===== config.mk =====
export PLATFORM = sky130hd
export DESIGN_NAME = fetch_ctrl_flat
export DESIGN_NICKNAME = d
export VERILOG_FILES = /design/src/rtl/fetch_ctrl_if.sv /design/src/rtl/fetch_ctrl.sv /design/src/flat_wrapper.sv
export SDC_FILE = /design/constraint.sdc
export NUM_CORES = 1
export LEC_CHECK = 0
export CELL_PAD_IN_SITES_DETAIL_PLACEMENT = 1
export CELL_PAD_IN_SITES_GLOBAL_PLACEMENT = 2
export CORE_MARGIN = 5
export CORE_UTILIZATION = 30
export DETAILED_ROUTE_END_ITERATION = 8
export PLACE_DENSITY = 0.94
export SYNTH_ARGS = -nofsm -noshare
export SYNTH_HDL_FRONTEND = slang
export SYNTH_SLANG_ARGS = --single-unit
export TNS_END_PERCENT = 20

===== constraint.sdc =====
create_clock -name clk -period 4.68 [get_ports clk]
set_input_delay 0.936 -clock clk [delete_from_list [all_inputs] [get_ports clk]]
set_output_delay 0.936 -clock clk [all_outputs]
set_load 0.02 [all_outputs]

===== src/rtl/fetch_ctrl_if.sv =====
// Instruction-memory request/response bundle between the fetch controller
// (master) and the instruction memory (slave).
interface fetch_ctrl_if;
    logic        imem_req_o;
    logic [31:0] imem_addr_o;
    logic        imem_gnt_i;
    logic        imem_rvalid_i;
    logic [31:0] imem_rdata_i;

    modport master (
        output imem_req_o,
        output imem_addr_o,
        input  imem_gnt_i,
        input  imem_rvalid_i,
        input  imem_rdata_i
    );

    modport slave (
        input  imem_req_o,
        input  imem_addr_o,
        output imem_gnt_i,
        output imem_rvalid_i,
        output imem_rdata_i
    );
endinterface


===== src/rtl/fetch_ctrl.sv =====
// Instruction fetch controller: one outstanding instruction-memory transaction,
// presents fetched words to decode and follows branch/jump redirects.
module fetch_ctrl #(
    parameter logic [31:0] RESET_PC = 32'h0000_0000
) (
    input  logic        clk,
    input  logic        rst_n,
    input  logic        stall_i,
    input  logic        redirect_valid_i,
    input  logic [31:0] redirect_pc_i,
    fetch_ctrl_if.master imem,
    output logic        instr_valid_o,
    output logic [31:0] instr_o,
    output logic [31:0] instr_pc_o,
    output logic        flush_o,
    output logic        misalign_o
);

    typedef enum logic [2:0] {
        IDLE,
        REQ,
        WAIT,
        OUT,
        DROP
    } state_t;

    state_t      state;
    state_t      state_next;
    logic [31:0] pc;
    logic [31:0] pc_next;
    logic [31:0] instr_next;
    logic [31:0] instr_pc_next;
    logic        redirect;
    logic        misaligned;

    // Misaligned targets are reported but otherwise behave as if no redirect came.
    assign redirect   = redirect_valid_i && (redirect_pc_i[1:0] == 2'b00);
    assign misaligned = redirect_valid_i && (redirect_pc_i[1:0] != 2'b00);

    always_ff @(posedge clk or negedge rst_n) begin
        if (!rst_n) begin
            state      <= IDLE;
            pc         <= RESET_PC;
            instr_o    <= '0;
            instr_pc_o <= '0;
            flush_o    <= 1'b0;
            misalign_o <= 1'b0;
        end else begin
            state      <= state_next;
            pc         <= pc_next;
            instr_o    <= instr_next;
            instr_pc_o <= instr_pc_next;
            flush_o    <= redirect;
            misalign_o <= misaligned;
        end
    end

    always_comb begin
        state_next        = state;
        pc_next           = redirect ? redirect_pc_i : pc;
        instr_next        = instr_o;
        instr_pc_next     = instr_pc_o;
        imem.imem_req_o   = 1'b0;
        imem.imem_addr_o  = '0;
        instr_valid_o     = 1'b0;

        unique case (state)
            IDLE: state_next = REQ;
            REQ: begin
                imem.imem_req_o  = 1'b1;
                imem.imem_addr_o = pc;
                if (imem.imem_gnt_i) begin
                    state_next = redirect ? DROP : WAIT;
                end
            end
            WAIT: begin
                if (imem.imem_rvalid_i) begin
                    if (redirect) begin
                        state_next = REQ;
                    end else begin
                        state_next    = OUT;
                        instr_next    = imem.imem_rdata_i;
                        instr_pc_next = pc;
                    end
                end else if (redirect) begin
                    state_next = DROP;
                end
            end
            OUT: begin
                instr_valid_o = 1'b1;
                if (redirect) begin
                    state_next = REQ;
                end else if (!stall_i) begin
                    pc_next    = pc + 32'd4;
                    state_next = REQ;
                end
            end
            // A redirect landing together with the stale response still retires it,
            // otherwise DROP would wait for a response that never comes.
            DROP: begin
                if (imem.imem_rvalid_i) begin
                    state_next = REQ;
                end
            end
            default: state_next = IDLE;
        endcase
    end

endmodule


===== src/flat_wrapper.sv =====
// flat-port wrapper written by rule: the top's interface ports become plain ports
module fetch_ctrl_flat 
#(
    parameter logic [31:0] RESET_PC = 32'h0000_0000
)
  (clk, rst_n, stall_i, redirect_valid_i, redirect_pc_i, instr_valid_o, instr_o, instr_pc_o, flush_o, misalign_o, imem_imem_req_o, imem_imem_addr_o, imem_imem_gnt_i, imem_imem_rvalid_i, imem_imem_rdata_i);
  fetch_ctrl_if imem_i ();
  input  logic clk;
  input  logic rst_n;
  input  logic stall_i;
  input  logic redirect_valid_i;
  input  logic [31:0] redirect_pc_i;
  output logic instr_valid_o;
  output logic [31:0] instr_o;
  output logic [31:0] instr_pc_o;
  output logic flush_o;
  output logic misalign_o;
  output wire logic [$bits(imem_i.imem_req_o)-1:0] imem_imem_req_o;
  output wire logic [$bits(imem_i.imem_addr_o)-1:0] imem_imem_addr_o;
  input wire logic [$bits(imem_i.imem_gnt_i)-1:0] imem_imem_gnt_i;
  input wire logic [$bits(imem_i.imem_rvalid_i)-1:0] imem_imem_rvalid_i;
  input wire logic [$bits(imem_i.imem_rdata_i)-1:0] imem_imem_rdata_i;
  assign imem_imem_req_o = imem_i.imem_req_o;
  assign imem_imem_addr_o = imem_i.imem_addr_o;
  assign imem_i.imem_gnt_i = imem_imem_gnt_i;
  assign imem_i.imem_rvalid_i = imem_imem_rvalid_i;
  assign imem_i.imem_rdata_i = imem_imem_rdata_i;
  fetch_ctrl #(.RESET_PC(RESET_PC)) u_core (.clk(clk), .rst_n(rst_n), .stall_i(stall_i), .redirect_valid_i(redirect_valid_i), .redirect_pc_i(redirect_pc_i), .imem(imem_i), .instr_valid_o(instr_valid_o), .instr_o(instr_o), .instr_pc_o(instr_pc_o), .flush_o(flush_o), .misalign_o(misalign_o));
endmodule

==> results of run 1 <==
==> final timing paths <==
path                                      start              endpoint  slack, ps  cells past startpoint
setup / recovery                u_core.state[0]  imem_imem_addr_o[20]       1440                      5
hold / removal             u_core.instr_pc_o[6]  u_core.instr_pc_o[6]        490                      1
setup reg to reg                u_core.state[2]         u_core.pc[31]       2420                      5
hold reg to reg            u_core.instr_pc_o[6]  u_core.instr_pc_o[6]        490                      1
max in group asynchronous                 rst_n         u_core.pc[25]       2990                      2
min in group asynchronous                 rst_n    u_core.instr_o[12]        750                      1
==> worst reg2reg max path, cell delays in order (launching register included) <==
cell and delay [ps]:
dfrtp_1 510, nand3b_4 260, nor4_4 730, nand4_1 210, xnor2_1 180, mux2_2 260
==> cells in the mapped netlist (all sizes together) <==
cell type	count
and4bb	1
nand4	16
and3	7
nor2b	2
buf	11
nor3	3
nor4b	1
mux2	65
mux2i	1
inv	5
xnor2	7
and2	32
dfrtp	101
xor2	22
clkbuf	10
o21a	1
a211oi	1
ha	1
nor2	4
nand3	12
o21ai	32
a21oi	1
nor3b	1
nand2	40
nand3b	2
o221a	1
nor4	6
==> flip-flops by register name (all words and copies together), names as in the netlist <==
register	flops
u_core.pc	32
u_core.instr_pc_o	32
u_core.state	3
u_core.misalign_o	1
u_core.flush_o	1
u_core.instr_o	32
==> layer usage <==
| layer | wire (um) | GRT usage (%) | share of wire (%) | up-vias |
|---|---|---|---|---|
| met5 | 20 | 0 | 0.15 | - |
| met4 | 119 | 4.24 | 0.88 | 2 |
| met3 | 1120 | 5.89 | 8.3 | 10 |
| met2 | 6800 | 27.0 | 51 | 128 |
| met1 | 5400 | 17.2 | 40 | 1786 |
| li1 | - | - | - | 1664 |
==> final cells by class <==
type                       count  area [sq um]
sequential                   101          2530
timing repair buffer         174          1730
tap                          188           235
fill                        1631          8400
clock inverter                 6          88.8
multi-input combinational    259          1980
inverter                       5          18.8
clock buffer                   9           225
==> cells by family after synthesis <==
kind of cell    after synthesis
compound gates               36
xor+xnor                     29
fa+ha+maj                     1
buf+inv                      26
flops                       101
mux                          66
simple gates                127
==> power groups by stage <==
stage,registers (mW),clock network [mW],logic (mW)
floorplan,1.70,0,0.649
global placement,1.42,0,1.82
detailed placement,1.45,0,1.87
CTS,1.44,0.825,1.87
global route,1.49,0.862,1.96
finish,1.43,0.793,1.83
==> placed cells by master, fill, tap and decap left out, types with 9 or more instances in the layout <==
cell type        netlist  final
dfrtp_1              101    101
nand4_1               15     15
clkbuf_16              0      9
nand2_1               40     40
nand3_1               12     12
o21ai_0               16     16
o21ai_1               16     16
mux2_2                61     61
clkdlybuf4s50_1        0    168
and2_1                32     32
xor2_1                22     22
==> tab_implementation.tex, run 1 <==
\begin{tabular}{lr}
\hline
Metric & Value \\
\hline
\multicolumn{2}{l}{\textbf{Yosys}} \\
Xor and xnor fraction of the mapped netlist area & 5.45\% \\
Syn avg cell area & 12.1 sq um \\
Simple-gate area share of the yosys netlist & 16.6\% \\
Syn. warnings & 0 \\
Synth cell types & 35 \\
Adder and majority gate portion of the synthesized area & 0.268\% \\
Net count after synthesis & 457 \\
Multiplexer fraction of the synthesized cell area & 15.9\% \\
Compound-gate portion of the synthesized area & 4.11\% \\
Dominant cell type by area after synthesis & dfrtp\_1 \\
Share of the synthesized area in the top cell type & 54.2\% \\
Combined area of all synthesized cells & 0.00466 sq mm \\
Combinational family with the most area after synthesis & simple AND/OR/NAND/NOR gates \\
Post-Syn Instances & 386 \\
Flip-flop and latch count after synthesis & 101 \\
Sequential area share after synthesis & 54.2\% \\
Cells taking the most area after synthesis & dfrtp\_1 (54\%), mux2\_2 (15\%), and2\_1 (4.3\%) \\
\multicolumn{2}{l}{\textbf{STA}} \\
Setup-failing EPs final & 0 \\
Post-layout worst setup margin & 1440 ps \\
Maximum frequency from static timing analysis & 309 MHz \\
Time the final worst path needs with I/O delays and setup & 3240 ps \\
WHS & 489 ps \\
Headroom to the max-slew limit & 34.6\% \\
Transition at the pin with the smallest max-transition slack & 980 ps \\
Final slew viol count & 0 \\
Hold Vio Cnt, Final & 0 \\
RSZ-0062 raised after global routing & false \\
Final worst path period share & 69.2\% \\
Skew final & 7.80 ps \\
Setup total negative slack & 0 ps \\
\multicolumn{2}{l}{\textbf{Finish}} \\
Fraction of final layout cells sized beyond drive strength 1 & 16.8\% \\
Final instance area & 0.00681 sq mm \\
Area overhead of the layout relative to synthesis & 46.0\% \\
Post-layout util & 44.8\% \\
Final non-filler cell total & 742 \\
Antenna cell count & 0 \\
Post-layout net count & 621 \\
\multicolumn{2}{l}{\textbf{Floorplanning}} \\
Core Rows & 45 \\
Number of primary I/O pins & 170 \\
Die Footprint & 0.0181 sq mm \\
Die width & 135 um \\
Height of the die & 135 um \\
Effective utilization at floorplan & 30.7\% \\
Core region area & 0.0152 sq mm \\
\multicolumn{2}{l}{\textbf{Placed design}} \\
Placed Instances & 727 \\
Worst setup timing slack at the placement stage & 1570 ps \\
RD Place Congestion & 0.708 \\
HPWL reported at the end of detailed placement & 9730 um \\
Count of port buffers added during placement & 169 \\
Cell area after placement & 0.00649 sq mm \\
\multicolumn{2}{l}{\textbf{Power}} \\
Part of the power in combinational logic & 45.2\% \\
Seq pwr share & 35.3\% \\
Total power divided by cell area & 597 mW/mm\^{}2 \\
Switching power summed over all nets & 1.45 mW \\
Internal portion of total power & 2.61 mW \\
Worst vdd ir & 0.000346 V \\
Clk pwr share & 19.5\% \\
Final Power & 4.06 mW \\
Leak pwr & 2.77 nW \\
Net switching share of the total power & 35.8\% \\
\multicolumn{2}{l}{\textbf{CTS}} \\
Count of hold buffers inserted by post-cts repair & 0 \\
Total clock buffers created by CTS & 9 \\
Clock transition time at the flip-flop clock pins of the worst setup and hold paths & 70 ps \\
CTS tree & done \\
PostCTS Resize Cnt & 0 \\
Clk\_lat worst skew & 340 ps \\
Clock sinks & 101 \\
H-tree level count & 3 \\
Post-CTS setup buffer count & 0 \\
Clock Tree Buf Depth & 2 \\
Root Buffer Master & clkbuf\_16 \\
\multicolumn{2}{l}{\textbf{Worst setup path}} \\
Kind of critical path & reg2out \\
Buffers \& Inverters on Critical Path & 3 \\
Cell-by-cell trace of the critical path & inv\_1 > nor3\_2 > buf\_4 > and2\_1 > clkdlybuf4s50\_1 \\
Stage delay of the slowest cell on the critical path & 620 ps \\
Worst path arrival time & 2300 ps \\
Critical path data required time & 3740 ps \\
Slowest CP cell & clkdlybuf4s50\_1 \\
Startpoint type of the worst setup path & flip-flop \\
Critical-path maximum fanout & 18 \\
Type of destination of the critical path & primary output \\
Crit-path leading delay family & buffers and inverters \\
\multicolumn{2}{l}{\textbf{GRT}} \\
Largest net degree at the start of global routing & 77 \\
Vias in the first global route & 4092 \\
Antenna violations before repair & 1 \\
Global-route wire length before repair & 21900 um \\
All-layer global routing usage & 15.3\% \\
Sum of overflow across all layers after global routing & 0 \\
\multicolumn{2}{l}{\textbf{Detailed routing}} \\
First-pass DRT Iterations & 4 \\
Drt via density & 4.84 \\
Detailed-route wire length & 13500 um \\
DRC marker count from the first detailed-route iteration & 124 \\
Post-detailed-route wirelength per cell & 18.1 um \\
DRC violation count after routing & 0 \\
Number of nets with antenna violations after routing & 0 \\
DR vias & 3590 \\
\multicolumn{2}{l}{\textbf{Outcome}} \\
Run status & finished, final reports clean \\
\multicolumn{2}{l}{\textbf{Run}} \\
Max-Cap Viols & 0 \\
\multicolumn{2}{l}{\textbf{Worst hold path}} \\
Class of the tightest hold or removal check & reg2reg \\
\hline
\end{tabular}
Note: power is estimated with default switching activity, not from simulation.
==> run 2, diff against run 1 <==
CORE_UTILIZATION = 28   (was 30)
PLACE_DENSITY = 0.89   (was 0.94)
clock period = 3.3 ns   (was 4.68 ns; I/O delays follow)
==> run 2 against run 1 <==
Against the previous run:
- combinational power is 43% higher
- worst setup slack lost 1200 ps
- clock power is 36% higher
- non-clock buffer count up 3
- register-to-register slack got worse by 1300 ps
- critical path depth unchanged
- total power is 41% higher
- critical path type unchanged
- sequential cell count is the same
- sequential power up 43%
- via count up 0.14%
- sequential share of layout area decreased by 0.39 points
==> tab_implementation.tex, run 2 (same netlist as run 1, synthesis figures left out) <==
\begin{tabular}{lr}
\hline
Metric & Value \\
\hline
\multicolumn{2}{l}{\textbf{CTS}} \\
CTS tree & done \\
H-tree level count & 3 \\
Clock sinks & 101 \\
Clk\_lat worst skew & 340 ps \\
Post-CTS setup buffer count & 0 \\
Root Buffer Master & clkbuf\_16 \\
Clock Tree Buf Depth & 2 \\
PostCTS Resize Cnt & 0 \\
Clock transition time at the flip-flop clock pins of the worst setup and hold paths & 70 ps \\
Total clock buffers created by CTS & 9 \\
Count of hold buffers inserted by post-cts repair & 0 \\
\multicolumn{2}{l}{\textbf{Floorplanning}} \\
Die Footprint & 0.0193 sq mm \\
Effective utilization at floorplan & 28.3\% \\
Core region area & 0.0165 sq mm \\
Core Rows & 47 \\
Height of the die & 139 um \\
Number of primary I/O pins & 170 \\
Die width & 139 um \\
\multicolumn{2}{l}{\textbf{Detailed routing}} \\
Drt via density & 4.62 \\
Detailed-route wire length & 14100 um \\
DR vias & 3595 \\
Post-detailed-route wirelength per cell & 18.1 um \\
First-pass DRT Iterations & 4 \\
DRC violation count after routing & 0 \\
Number of nets with antenna violations after routing & 0 \\
DRC marker count from the first detailed-route iteration & 93 \\
\multicolumn{2}{l}{\textbf{Worst setup path}} \\
Startpoint type of the worst setup path & flip-flop \\
Crit-path leading delay family & buffers and inverters \\
Worst path arrival time & 2390 ps \\
Number of cells on the critical path & 5 \\
Length in cells of the worst reg-to-reg path & 5 \\
Stage delay of the slowest cell on the critical path & 610 ps \\
Critical path data required time & 2640 ps \\
Slowest CP cell & clkdlybuf4s50\_1 \\
Kind of critical path & reg2out \\
Cell-by-cell trace of the critical path & inv\_1 > nor3\_2 > buf\_4 > and2\_1 > clkdlybuf4s50\_1 \\
Critical-path maximum fanout & 20 \\
Minimum setup slack among reg-to-reg paths & 1090 ps \\
Type of destination of the critical path & primary output \\
Buffers \& Inverters on Critical Path & 3 \\
\multicolumn{2}{l}{\textbf{STA}} \\
Hold Vio Cnt, Final & 0 \\
Final slew viol count & 0 \\
Skew final & 10.4 ps \\
Final worst path period share & 92.3\% \\
Maximum frequency from static timing analysis & 328 MHz \\
Setup-failing EPs final & 0 \\
Headroom to the max-slew limit & 53.5\% \\
Transition at the pin with the smallest max-transition slack & 697 ps \\
Time the final worst path needs with I/O delays and setup & 3050 ps \\
RSZ-0062 raised after global routing & false \\
Setup total negative slack & 0 ps \\
\multicolumn{2}{l}{\textbf{Placed design}} \\
Count of port buffers added during placement & 169 \\
RD Place Congestion & 0.775 \\
Placed Instances & 762 \\
Cell area after placement & 0.00658 sq mm \\
HPWL reported at the end of detailed placement & 10600 um \\
\multicolumn{2}{l}{\textbf{Finish}} \\
Post-layout net count & 624 \\
Antenna cell count & 0 \\
Final non-filler cell total & 778 \\
Area overhead of the layout relative to synthesis & 47.6\% \\
Fraction of final layout cells sized beyond drive strength 1 & 17.2\% \\
Commonest cells after routing, fill and taps aside & clkdlybuf4s50\_1 (168), dfrtp\_1 (101), mux2\_2 (61) \\
Leading cell type in the layout, fill and taps excluded & clkdlybuf4s50\_1 \\
Largest registers in the final layout & u\_core.instr\_o x32, u\_core.instr\_pc\_o x32, u\_core.pc x32 \\
Post-layout util & 41.8\% \\
Filler instances & 1761 \\
Final instance area & 0.00688 sq mm \\
\multicolumn{2}{l}{\textbf{Outcome}} \\
Run status & finished, final reports clean \\
\multicolumn{2}{l}{\textbf{GRT}} \\
Vias in the first global route & 4098 \\
Largest net degree at the start of global routing & 66 \\
Sum of overflow across all layers after global routing & 0 \\
Antenna violations before repair & 0 \\
Global-route wire length before repair & 23300 um \\
All-layer global routing usage & 15.0\% \\
\multicolumn{2}{l}{\textbf{Power}} \\
Internal portion of total power & 3.64 mW \\
Net switching share of the total power & 36.5\% \\
Worst vdd ir & 0.000366 V \\
Final Power & 5.73 mW \\
Switching power summed over all nets & 2.09 mW \\
Total power divided by cell area & 833 mW/mm\^{}2 \\
Clk pwr share & 18.8\% \\
Leak pwr & 2.79 nW \\
Seq pwr share & 35.6\% \\
Part of the power in combinational logic & 45.6\% \\
\multicolumn{2}{l}{\textbf{Run}} \\
Max-Cap Viols & 0 \\
\multicolumn{2}{l}{\textbf{Worst hold path}} \\
Class of the tightest hold or removal check & in2async \\
\hline
\end{tabular}
## run 2: power groups by stage
stage / Sequential, mW / Clock, mW / Combinational, mW
after detailed placement: 2.07 / 0 / 2.65
after CTS: 2.05 / 1.12 / 2.66
final: 2.04 / 1.08 / 2.61
after global routing: 2.12 / 1.17 / 2.80
after floorplan: 2.41 / 0 / 0.920
after global placement: 2.02 / 0 / 2.59
## run 2: final cells by class
cell class	count	area [sq um]	share of cell area [%]
sequential	101	2530	36.7
multi-input combinational	259	1980	28.8
clock inverter	6	70.1	1.02
tap	220	275	4.00
timing repair buffer	177	1770	25.8
clock buffer	10	229	3.33
inverter	5	18.8	0.273
## run 2: final timing paths
path                                   start                    to
min                                    rst_n    u_core.instr_o[11]
min reg2reg                u_core.instr_o[4]     u_core.instr_o[4]
max                          u_core.state[0]  imem_imem_addr_o[16]
max reg2reg                  u_core.state[2]         u_core.pc[31]
min in group clk           u_core.instr_o[4]     u_core.instr_o[4]
max in group asynchronous              rst_n       u_core.state[2]
## run 2: per-layer routing
| layer | routed length (um) | global-route usage, % | share of wire [%] |
|---|---|---|---|
| met5 | 0 | 0 | 0 |
| met4 | 208 | 4.38 | 1.5 |
| met3 | 955 | 4.34 | 6.8 |
| met2 | 6680 | 24.8 | 47 |
| met1 | 6280 | 19.1 | 44 |
## run 2: metrics by stage
step,hold slack [ps],worst slack (ps)
finish,333,254
global route,397,57.7
CTS,370,194
detailed placement,478,483
global placement,470,486
floorplan,364,1080
